===== src/rtl/ariane_pkg.sv =====
// Shared types for the SV32 shared-TLB miss sequencer: controller states and the
// latched request record.
package ariane_pkg;

   // The request record carries a fixed-width ASID slot; the controller
   // zero-extends into it and truncates back out to its own ASID_WIDTH.
   localparam int unsigned SHARED_TLB_ASID_MAX = 16;

   typedef enum logic [2:0] {
      ST_IDLE,
      ST_LOOKUP,
      ST_CHECK,
      ST_WAIT_PTW,
      ST_DONE,
      ST_FLUSH
   } shared_tlb_ctrl_state_e;

   typedef struct packed {
      logic [31:0]                    vaddr;
      logic [SHARED_TLB_ASID_MAX-1:0] asid;
      logic                           is_itlb;
   } shared_tlb_req_t;

endpackage


===== src/rtl/shared_tlb_rr_arb2.sv =====
// Two-input round-robin arbiter; bit 0 is the ITLB side, bit 1 the DTLB side.
// The pointer only moves when both sides competed for the granted slot.
module shared_tlb_rr_arb2 (
   input  logic       clk,
   input  logic       rst,
   input  logic [1:0] req,
   input  logic       advance,
   output logic [1:0] gnt
);

   logic rr_ptr_reg;

   always_comb begin
      gnt = req;
      if (&req) begin
         gnt = rr_ptr_reg ? 2'b10 : 2'b01;
      end
   end

   always_ff @(posedge clk) begin
      if (rst) begin
         rr_ptr_reg <= 1'b0;
      end else if (advance && (&req)) begin
         rr_ptr_reg <= ~rr_ptr_reg;
      end
   end

endmodule


===== src/rtl/cva6_shared_tlb_miss_ctrl_sv32.sv =====
// Sequences ITLB/DTLB misses through one shared-TLB lookup and, on a shared miss,
// a page-table walk; SFENCE.VMA flushes abort the walk and stall new grants.
module cva6_shared_tlb_miss_ctrl_sv32
   import ariane_pkg::*;
#(
   parameter int unsigned ASID_WIDTH   = 1,
   parameter int unsigned FLUSH_CYCLES = 2,
   parameter int unsigned PTW_TIMEOUT  = 1024
) (
   input  logic                  clk_i,
   input  logic                  rst_i,
   input  logic                  flush_i,
   input  logic                  enable_translation_i,
   input  logic                  en_ld_st_translation_i,
   input  logic [ASID_WIDTH-1:0] asid_i,
   input  logic                  itlb_miss_i,
   input  logic [31:0]           itlb_vaddr_i,
   input  logic                  dtlb_miss_i,
   input  logic [31:0]           dtlb_vaddr_i,
   output logic                  lookup_valid_o,
   output logic                  lookup_is_itlb_o,
   output logic [31:0]           lookup_vaddr_o,
   output logic [ASID_WIDTH-1:0] lookup_asid_o,
   input  logic                  shared_tlb_hit_i,
   output logic                  ptw_req_o,
   output logic                  ptw_is_itlb_o,
   output logic [31:0]           ptw_vaddr_o,
   output logic                  ptw_kill_o,
   input  logic                  ptw_update_valid_i,
   input  logic                  ptw_error_i,
   output logic                  busy_o,
   output logic                  itlb_done_o,
   output logic                  dtlb_done_o,
   output logic                  shared_hit_o,
   output logic                  ptw_walk_o,
   output logic                  timeout_o
);

   // One counter serves both the walk timeout and the flush countdown; the two
   // uses never overlap in time.
   localparam int unsigned CNT_MAX = (PTW_TIMEOUT > FLUSH_CYCLES) ? PTW_TIMEOUT : FLUSH_CYCLES;
   localparam int unsigned CNT_W   = $clog2(CNT_MAX) + 1;
   localparam logic [CNT_W-1:0] TIMEOUT_LAST = CNT_W'(PTW_TIMEOUT - 1);
   localparam logic [CNT_W-1:0] FLUSH_LOAD   = CNT_W'(FLUSH_CYCLES - 1);

   shared_tlb_ctrl_state_e state_reg;
   shared_tlb_req_t        req_reg;
   logic [CNT_W-1:0]       cnt_reg;
   logic                   shared_hit_reg;
   logic                   ptw_walk_reg;

   logic [1:0] eligible;
   logic [1:0] arb_gnt;
   logic       grant;
   logic       ptw_resp;
   logic       timeout_hit;

   assign eligible    = {dtlb_miss_i & en_ld_st_translation_i, itlb_miss_i & enable_translation_i};
   assign grant       = (state_reg == ST_IDLE) && !flush_i && (|eligible);
   assign ptw_resp    = ptw_update_valid_i | ptw_error_i;
   assign timeout_hit = (state_reg == ST_WAIT_PTW) && (cnt_reg == TIMEOUT_LAST) && !ptw_resp;

   shared_tlb_rr_arb2 u_arb (
      .clk     (clk_i),
      .rst     (rst_i),
      .req     (eligible),
      .advance (grant),
      .gnt     (arb_gnt)
   );

   always_ff @(posedge clk_i) begin
      if (rst_i) begin
         state_reg      <= ST_IDLE;
         req_reg        <= '0;
         cnt_reg        <= '0;
         shared_hit_reg <= 1'b0;
         ptw_walk_reg   <= 1'b0;
      end else begin
         shared_hit_reg <= 1'b0;
         ptw_walk_reg   <= 1'b0;
         if (flush_i) begin
            // Any in-flight request is dropped; a flush during FLUSH restarts the countdown.
            state_reg <= ST_FLUSH;
            cnt_reg   <= FLUSH_LOAD;
         end else begin
            case (state_reg)
               ST_IDLE: begin
                  if (grant) begin
                     req_reg.vaddr   <= arb_gnt[0] ? itlb_vaddr_i : dtlb_vaddr_i;
                     req_reg.is_itlb <= arb_gnt[0];
                     req_reg.asid    <= SHARED_TLB_ASID_MAX'(asid_i);
                     state_reg       <= ST_LOOKUP;
                  end
               end
               ST_LOOKUP: state_reg <= ST_CHECK;
               ST_CHECK: begin
                  if (shared_tlb_hit_i) begin
                     shared_hit_reg <= 1'b1;
                     state_reg      <= ST_DONE;
                  end else begin
                     ptw_walk_reg <= 1'b1;
                     cnt_reg      <= '0;
                     state_reg    <= ST_WAIT_PTW;
                  end
               end
               ST_WAIT_PTW: begin
                  if (ptw_resp || (cnt_reg == TIMEOUT_LAST)) begin
                     state_reg <= ST_DONE;
                  end else begin
                     cnt_reg <= cnt_reg + 1'b1;
                  end
               end
               ST_DONE: state_reg <= ST_IDLE;
               ST_FLUSH: begin
                  if (cnt_reg == '0) begin
                     state_reg <= ST_IDLE;
                  end else begin
                     cnt_reg <= cnt_reg - 1'b1;
                  end
               end
               default: state_reg <= ST_IDLE;
            endcase
         end
      end
   end

   assign busy_o           = (state_reg != ST_IDLE);
   assign lookup_valid_o   = (state_reg == ST_LOOKUP);
   assign lookup_is_itlb_o = req_reg.is_itlb;
   assign lookup_vaddr_o   = req_reg.vaddr;
   assign lookup_asid_o    = ASID_WIDTH'(req_reg.asid);
   assign ptw_is_itlb_o    = req_reg.is_itlb;
   assign ptw_vaddr_o      = req_reg.vaddr;

   // Walk start and kill react to flush/reset in the same cycle so a dropped
   // request never launches or leaves a walk running.
   assign ptw_req_o   = (state_reg == ST_CHECK) && !shared_tlb_hit_i && !flush_i && !rst_i;
   assign ptw_kill_o  = (state_reg == ST_WAIT_PTW) && (flush_i || timeout_hit) && !rst_i;
   assign timeout_o   = timeout_hit && !flush_i && !rst_i;

   assign itlb_done_o  = (state_reg == ST_DONE) && req_reg.is_itlb;
   assign dtlb_done_o  = (state_reg == ST_DONE) && !req_reg.is_itlb;
   assign shared_hit_o = shared_hit_reg;
   assign ptw_walk_o   = ptw_walk_reg;

endmodule

===== config.mk =====
export PLATFORM = sky130hd
export DESIGN_NAME = cva6_shared_tlb_miss_ctrl_sv32
export DESIGN_NICKNAME = d
export VERILOG_FILES = /design/src/rtl/ariane_pkg.sv /design/src/rtl/shared_tlb_rr_arb2.sv /design/src/rtl/cva6_shared_tlb_miss_ctrl_sv32.sv
export SDC_FILE = /design/constraint.sdc
export NUM_CORES = 1
export LEC_CHECK = 0
export ABC_CLOCK_PERIOD_IN_PS = 6800
export BUFFER_PORTS_ARGS = -buffer_cell sky130_fd_sc_hd__buf_2
export CAP_MARGIN = 40
export CELL_PAD_IN_SITES_DETAIL_PLACEMENT = 1
export CELL_PAD_IN_SITES_GLOBAL_PLACEMENT = 2
export CORE_AREA = 4 4 113 115
export DETAILED_ROUTE_END_ITERATION = 7
export DIE_AREA = 0 0 117 119
export PLACE_DENSITY_LB_ADDON = 0.1
export SLEW_MARGIN = 40
export SYNTH_ARGS = -nofsm -noshare
export SYNTH_HDL_FRONTEND = slang
export SYNTH_SLANG_ARGS = --single-unit

===== constraint.sdc =====
create_clock -name clk_i -period 6.8 [get_ports clk_i]
set_clock_uncertainty 0.1 [all_clocks]
set_input_delay 0.68 -clock clk_i [delete_from_list [all_inputs] [get_ports clk_i]]
set_output_delay 0.68 -clock clk_i [all_outputs]
set_load 0.03 [all_outputs]

==> qor.csv, run 1 <==
metric,value,unit
avgSynthCellArea,7.56,um^2
wire_per_inst,16.0,um
synth_top_area_share,0.343,
synthFlopType,dfxtp_1,
max_clock_freq,0.309,GHz
nets,568,
ant_nets,0,
p_int,505,uW
met3WireLength,664,um
coreArea,0.0118,mm^2
pwr-share-clk,0.339,
crit_fanout,9,
run_status,"finished, final reports clean",
fin_crit,3.24,ns
wl,10200,um
crit_required,6.02,ns
clk_pin_slew,0.07,ns
cts.sinks,51,
ys_ff_latch,51,
tritoncts,done,
report.power.total,753,uW
start_kind,flip-flop,
final_util,0.312,
m1WireLength,4400,um
route.vias.total,3095,
endpoint_kind,primary output,
fillers,1478,
drt_iter0_drc,89,
drive_above_1_share,0.358,
switchingPower,248,uW
synth_warnings,0,
syn-num-nets,471,
synthesis.area,0.00298,mm^2
synth_common_cells,"nand2_1, nor2_1, dfxtp_1",
power_density,204,mW/mm^2
ir_worst_vdd,0.0700,mV
min_to,cnt_reg[10],
yosysMostFrequentCell,nand2_1,
slew_viol_final,0,
htreeDepth,2,
dr.pass1.iters,4,
synthArstFlopShare,0,
p_comb_frac,0.228,
dp_hpwl,7530,um
r2r-start,state_reg[0],
syn-instance-count,394,
cts_hold_buf,0,
p_leak,1.68,nW
period_share,0.476,
hp-class,reg -> reg,
netlist_top_cells_area,"dfxtp_1, a311oi_1, nand2_1, buf_4, nor2_1",
place.gp.congestion,0.823,
cap_violations,0,
finalHoldViolCount,0,
synth.distinct_cells,48,
via_per_inst,4.84,
setup_tns,0,ns
critPathArrivalTime,2.46,ns
setup_viol,0,
diodes,0,
cts_resized,0,
clock_path_buffers,2,
dieArea,0.0139,mm^2
port_buffers,150,
grt-ovfl-total,0,
fp.dieW,117,um
slew_headroom,0.501,
multiInputGateArea,0.00154,mm^2
rsz0062_at_grt,no,
initial_core_util,0.252,
sequentialPowerShare,0.433,
whs_path_depth,2,
drc_errors,0,
antenna_found_initial,2,
grt_usage,0.151,
synth_edf_count,0,
path_class,reg -> out,
place_area,0.00355,mm^2
syn_to_final_growth,23.9,%
rr_endpoint,cnt_reg[10],
highest-signal-layer,met5,
seq_area_frac_synth,0.343,
wl_met2,5000,um
grt_pass1_vias,3191,
root_buffer,clkbuf_16,
seqCellArea,0.00102,mm^2
ioPinCount,151,
grt_max_degree,67,
sw_frac_of_total,0.329,
clock_latency,0.30,ns
design_area,0.00369,mm^2
post_cts_buffers,0,
yosys.area.top_type,dfxtp_1,
num_rows,40,
rrSetupSlack,3.68,ns
grt_pass1_wl,16700,um
numCtsBuffers,5,
die_y,119,um
hold_start,cnt_reg[10],
reg2reg_depth,9,
largest_reg_flops,32,
tightestPinTransition,0.749,ns
-- metrics by stage --
stage          worst slack (ns)  hold WS [ns]  instances
2_1_floorplan              3.68         0.358        394
3_3_place_gp               3.76         0.377        631
3_5_place_dp               3.70         0.393        631
4_1_cts                    3.50         0.407        639
5_1_grt                    3.34         0.433        639
6_report                   3.56         0.400        639
-- worst max-delay path: stages, from the launching register on --
cell and delay [ns]:
dfxtp_1 0.50, nand4_2 0.20, or4_4 0.61, nor3_1 0.28
nor4b_1 0.30, buf_2 0.26
-- layer usage --
metal,vias up,global-route usage
met5,-,0
met4,4,0.0366
met3,15,0.0554
met2,80,0.250
met1,1452,0.183
li1,1544,-
-- cells in the final DEF, fill, tap and decap left out, types with 2 or more instances in the layout --
cell type,Yosys,final
a211oi_2,2,2
mux2i_1,3,3
nand2_1,79,79
o31ai_1,2,2
inv_1,10,9
a21oi_1,13,13
buf_4,35,2
buf_2,4,150
dfxtp_1,51,51
a22oi_1,3,3
nor2b_1,2,2
nand3_1,6,6
nor4_1,7,7
a31oi_1,3,3
o31a_1,2,2
nor3_1,18,18
or2_2,2,2
o21ai_0,7,7
a311oi_1,36,36
clkbuf_16,0,5
clkbuf_1,18,2
o21a_4,2,2
or3_1,4,4
nor2_1,52,52
nand4_1,2,2
ha_1,2,2
xnor2_1,4,4
-- how the worst max path moves through the flow --
stage	startpoint	end	slack (ns)	depth (start not counted)
final	cnt_reg[2]	timeout_o	3.56	5
after global routing	cnt_reg[4]	timeout_o	3.34	5
after CTS	cnt_reg[2]	timeout_o	3.50	5
after detailed placement	state_reg[0]	cnt_reg[10]	3.70	9
after global placement	state_reg[0]	cnt_reg[10]	3.76	9
after floorplan	cnt_reg[1]	timeout_o	3.68	5
-- cell type report --
class | instances | share of cell area
Inverter | 11 | 0.0112
Sequential cell | 51 | 0.277
Clock inverter | 1 | 0.00136
Timing Repair Buffer | 152 | 0.208
Multi-Input combinational cell | 270 | 0.417
Tap cell | 147 | 0.0498
Clock buffer | 7 | 0.0359
-- power groups by stage --
stage	combinational [mW]	sequential, mW	clock (mW)
4_1_cts	0.175	0.327	0.269
6_report	0.171	0.326	0.256
5_1_grt	0.188	0.329	0.279
3_5_place_dp	0.174	0.333	0
3_3_place_gp	0.173	0.333	0
2_1_floorplan	0.105	0.354	0
-- logic make-up after synthesis --
logic type	count (synthesis)	share of synthesized area
buffers and inverters	73	0.141
XOR/XNOR	4	0.0118
AO/OA/AOI/OAI	78	0.216
multiplexers	3	0.0101
flip-flops	51	0.343
AND/OR/NAND/NOR	183	0.270
adder cells (fa/ha/maj)	2	0.00840
(Power assumes the default switching activity.)
==> inputs of run 2 (changes only) <==
--- a/config.mk
+++ b/config.mk
@@ -5,14 +5,14 @@
 export SDC_FILE = /design/constraint.sdc
 export NUM_CORES = 1
 export LEC_CHECK = 0
-export ABC_CLOCK_PERIOD_IN_PS = 6800
+export ABC_CLOCK_PERIOD_IN_PS = 2900
 export BUFFER_PORTS_ARGS = -buffer_cell sky130_fd_sc_hd__buf_2
 export CAP_MARGIN = 40
 export CELL_PAD_IN_SITES_DETAIL_PLACEMENT = 1
 export CELL_PAD_IN_SITES_GLOBAL_PLACEMENT = 2
-export CORE_AREA = 4 4 113 115
+export CORE_AREA = 4 4 125 127
 export DETAILED_ROUTE_END_ITERATION = 7
-export DIE_AREA = 0 0 117 119
+export DIE_AREA = 0 0 129 131
 export PLACE_DENSITY_LB_ADDON = 0.1
 export SLEW_MARGIN = 40
 export SYNTH_ARGS = -nofsm -noshare
==> constraint.sdc (replaced) <==
create_clock -name clk_i -period 2.9 [get_ports clk_i]
set_clock_uncertainty 0.1 [all_clocks]
set_input_delay 0.29 -clock clk_i [delete_from_list [all_inputs] [get_ports clk_i]]
set_output_delay 0.29 -clock clk_i [all_outputs]
set_load 0.03 [all_outputs]
==> qor.csv, run 2 (synthesis results as in run 1) <==
metric,value,unit
run_status,"finished, final reports clean",
worst-path-buf-inv,1,
dr.pass1.iters,4,
initial_core_util,0.207,
rsz0062_at_grt,no,
start_kind,flip-flop,
hp-class,in -> reg,
cts_resized,1,
cpLargestDelayFamily,simple AND/OR/NAND/NOR gates,
grt_pass1_wl,17400,um
die_y,131,um
clock_latency,0.31,ns
final_util,0.268,
via_per_inst,4.63,
p_leak,1.75,nW
reg2reg_depth,9,
port_buffers,150,
final_cell_mix,"buf_2, nand2_1, nor2_1",
ioPinCount,151,
rr_endpoint,cnt_reg[10],
htreeDepth,2,
wl,10900,um
power_density,496,mW/mm^2
grt_pass1_vias,3214,
endpoint_kind,primary output,
place.gp.congestion,0.818,
clock_path_buffers,2,
fp.dieW,129,um
hold_start,asid_i,
coreArea,0.0144,mm^2
period_share,0.916,
slew_viol_final,0,
drt_iter0_drc,93,
finalHoldViolCount,0,
fillers,1832,
max_clock_freq,0.377,GHz
path_cells,nand4_2 -> or4_4 -> nor3_2 -> nor4b_1 -> buf_4,
final_common_cell,buf_2,
cts_hold_buf,0,
nets,575,
ant_nets,0,
fin_crit,2.66,ns
diodes,0,
drc_errors,0,
antenna_found_initial,1,
crit_required,2.51,ns
post_cts_buffers,0,
grt-ovfl-total,0,
max_stage_delay,0.61,ns
cts.sinks,51,
ir_worst_vdd,0.228,mV
cap_violations,0,
route.vias.total,3159,
largest_reg_flops,32,
setup_viol,0,
slew_headroom,0.627,
grt_max_degree,50,
setup_tns,0,ns
dp_hpwl,8110,um
drive_above_1_share,0.377,
root_buffer,clkbuf_16,
critPathArrivalTime,2.27,ns
crit_fanout,7,
dieArea,0.0169,mm^2
syn_to_final_growth,29.7,%
wire_per_inst,16.0,um
whs_path_depth,3,
rrSetupSlack,0.37,ns
numCtsBuffers,5,
clk_pin_slew,0.07,ns
tightestPinTransition,0.554,ns
grt_usage,0.131,
tritoncts,done,
path_class,reg -> out,
num_rows,44,
r2r-start,state_reg[1],
cp_slowest_cell,or4_4,
min_to,lookup_asid_o,
## run 2: cell count changes in the layout (fill, tap and decap cells not counted), moves of 2 or more
cell	before	now
buf_12	0	2
dfxtp_2	0	3
buf_4	2	8
dfxtp_1	51	48
clkbuf_1	2	0
## run 2: worst max-delay path by stage
stage | start | endpoint | slack [ns] | cells past startpoint
6_report | cnt_reg[3] | timeout_o | 0.24 | 5
5_1_grt | cnt_reg[0] | timeout_o | 0.02 | 5
4_1_cts | cnt_reg[1] | timeout_o | 0.02 | 5
3_5_place_dp | cnt_reg[2] | timeout_o | 0.34 | 5
3_3_place_gp | state_reg[1] | cnt_reg[10] | 0.42 | 9
2_1_floorplan | cnt_reg[1] | timeout_o | 0.17 | 5
## run 2: report_power, final
part	leakage (nW)	switching (mW)	internal (mW)	total, mW
registers	0.417	0.0272	0.733	0.761
clock network	0.0875	0.300	0.435	0.736
logic	1.24	0.281	0.140	0.421
total	1.75	0.609	1.31	1.92
## run 2: worst register-to-register path, delay by kind of cell, from the launching register on
family          cells  cell delay (ns)
compound gates      4             0.60
fa+ha+maj           1             0.36
buf+inv             2             0.36
flops               1             0.43
simple gates        2             0.61
## run 2: through the flow
stage                     instance area [um^2]  instances  hold WS, ns  power, mW  worst slack (ns)
final                                     3860        683        0.126       1.92             0.244
after global routing                      3860        683        0.130       2.03            0.0190
after CTS                                 3850        683        0.116       1.97            0.0245
after detailed placement                  3680        675        0.392       1.21             0.338
after global placement                    3680        675        0.370       1.20             0.419
after floorplan                           2980        394        0.269       1.08             0.170
## run 2: cell type report
class                   count  area, um^2  area share
well taps                 184         230      0.0596
flip-flops and latches     51        1020       0.265
multi-input cells         270        1550       0.400
repair buffers            159         846       0.219
clock inverters             2        38.8      0.0100
clock buffers               6         139      0.0359
inverters                  11        41.3      0.0107
## run 2: metal layers
layer  vias to the layer above  track usage  wire (um)
met2                        99        0.204       4900
met5                         -            0         13
met3                        14       0.0467        870
met4                         2       0.0469        198
li1                       1563            -          -
met1                      1481        0.168       4920
==> inputs of run 3 (changes only) <==
--- a/config.mk
+++ b/config.mk
@@ -5,14 +5,14 @@
 export SDC_FILE = /design/constraint.sdc
 export NUM_CORES = 1
 export LEC_CHECK = 0
-export ABC_CLOCK_PERIOD_IN_PS = 2900
+export ABC_CLOCK_PERIOD_IN_PS = 2500
 export BUFFER_PORTS_ARGS = -buffer_cell sky130_fd_sc_hd__buf_2
 export CAP_MARGIN = 40
 export CELL_PAD_IN_SITES_DETAIL_PLACEMENT = 1
 export CELL_PAD_IN_SITES_GLOBAL_PLACEMENT = 2
-export CORE_AREA = 4 4 125 127
+export CORE_AREA = 4 4 117 119
 export DETAILED_ROUTE_END_ITERATION = 7
-export DIE_AREA = 0 0 129 131
+export DIE_AREA = 0 0 121 123
 export PLACE_DENSITY_LB_ADDON = 0.1
 export SLEW_MARGIN = 40
 export SYNTH_ARGS = -nofsm -noshare
==> constraint.sdc (replaced) <==
create_clock -name clk_i -period 2.5 [get_ports clk_i]
set_clock_uncertainty 0.1 [all_clocks]
set_input_delay 0.25 -clock clk_i [delete_from_list [all_inputs] [get_ports clk_i]]
set_output_delay 0.25 -clock clk_i [all_outputs]
set_load 0.03 [all_outputs]
==> qor.csv, run 3 (synthesis results as in run 1) <==
metric,value,unit
antenna_found_initial,1,
via_per_inst,4.60,
final_common_cell,buf_2,
ir_worst_vdd,0.209,mV
largest_reg_flops,32,
finalHoldViolCount,0,
die_y,123,um
nets,580,
path_class,reg -> out,
clock_latency,0.30,ns
tightestPinTransition,0.563,ns
start_kind,flip-flop,
numCtsBuffers,5,
slew_headroom,0.625,
grt_max_degree,67,
dr.pass1.iters,4,
seqCellArea,0.00103,mm^2
drc_errors,0,
drt_iter0_drc,96,
port_buffers,150,
num_rows,41,
setup_tns,0,ns
clk_pin_slew,0.07,ns
wl_met2,5180,um
root_buffer,clkbuf_16,
htreeDepth,2,
syn_to_final_growth,30.4,%
clock_path_buffers,2,
wl,10700,um
ant_nets,0,
critPathArrivalTime,2.04,ns
final_cell_mix,"buf_2, nand2_1, nor2_1",
place.gp.congestion,0.791,
dp_hpwl,7970,um
grt-ovfl-total,0,
wire_per_inst,15.8,um
endpoint_kind,primary output,
dieArea,0.0149,mm^2
final_util,0.309,
drive_above_1_share,0.390,
run_status,"finished, final reports clean",
power_density,556,mW/mm^2
crit_fanout,7,
multiInputGateArea,0.00155,mm^2
highest-signal-layer,met5,
met3WireLength,778,um
route.vias.total,3102,
max_clock_freq,0.419,GHz
crit_required,2.15,ns
coreArea,0.0126,mm^2
slew_viol_final,0,
period_share,0.955,
cap_violations,0,
tritoncts,done,
grt_pass1_wl,16700,um
fillers,1566,
rsz0062_at_grt,yes,
initial_core_util,0.237,
fin_crit,2.39,ns
fp.dieW,121,um
diodes,0,
ioPinCount,151,
m1WireLength,4510,um
grt_usage,0.143,
p_leak,1.76,nW
setup_viol,0,
grt_pass1_vias,3209,
cts.sinks,51,
hp-class,in -> reg,
-- run 3: stage by stage --
stage	hold WS [ns]	std cells	area [um^2]	power (mW)	setup WS, ns
after global placement	0.370	668	3710	1.39	0.208
after global routing	0.0787	675	3890	2.27	-0.0178
final	0.0762	675	3890	2.16	0.112
after detailed placement	0.384	668	3710	1.40	0.174
after floorplan	0.229	394	2990	1.25	0.0276
after CTS	0.0597	675	3870	2.22	0.00475
-- run 3: layout make-up --
| cell class | count | area share |
|---|---|---|
| multi-input cells | 270 | 0.400 |
| flip-flops and latches | 51 | 0.265 |
| repair buffers | 164 | 0.228 |
| well taps | 172 | 0.0554 |
| clock buffers | 6 | 0.0332 |
| inverters | 11 | 0.0106 |
| clock inverters | 1 | 0.00773 |
-- run 3: worst max-delay path: stages, from the launching register on --
cell and delay [ns]:
dfxtp_2 0.40, nand4_2 0.15, or4_4 0.60, nor3_2 0.15
nor2_1 0.06, nor3_1 0.18, buf_4 0.20
-- run 3: per-layer routing --
| layer | GRT usage | up-vias |
|---|---|---|
| met2 | 0.241 | 77 |
| met5 | 0 | - |
| met4 | 0.0588 | 2 |
| li1 | - | 1571 |
| met1 | 0.168 | 1440 |
| met3 | 0.0467 | 12 |
-- run 3: repair_timing --
action / 4_1_cts / 5_1_grt
endpoints found under the setup margin: 2 / 2
pin swaps: 0 / 0
resized for setup: 6 / 5
hold buffers: 0 / 0
setup buffers: 0 / 0
-- run 3: worst paths after layout --
kind / startpoint / to / slack (ns) / depth (start not counted)
setup / recovery: cnt_reg[0] / ptw_kill_o / 0.11 / 6
hold / removal: shared_tlb_hit_i / ptw_walk_o / 0.08 / 2
setup reg to reg: state_reg[1] / cnt_reg[10] / 0.17 / 9
hold reg to reg: lookup_asid_o / lookup_asid_o / 0.41 / 2
-- run 3: where the power goes --
group          internal [mW]  switching, mW  total [mW]
sequential             0.850         0.0297       0.880
clock                  0.468          0.322       0.790
combinational          0.165          0.325       0.490
total                   1.48          0.677        2.16
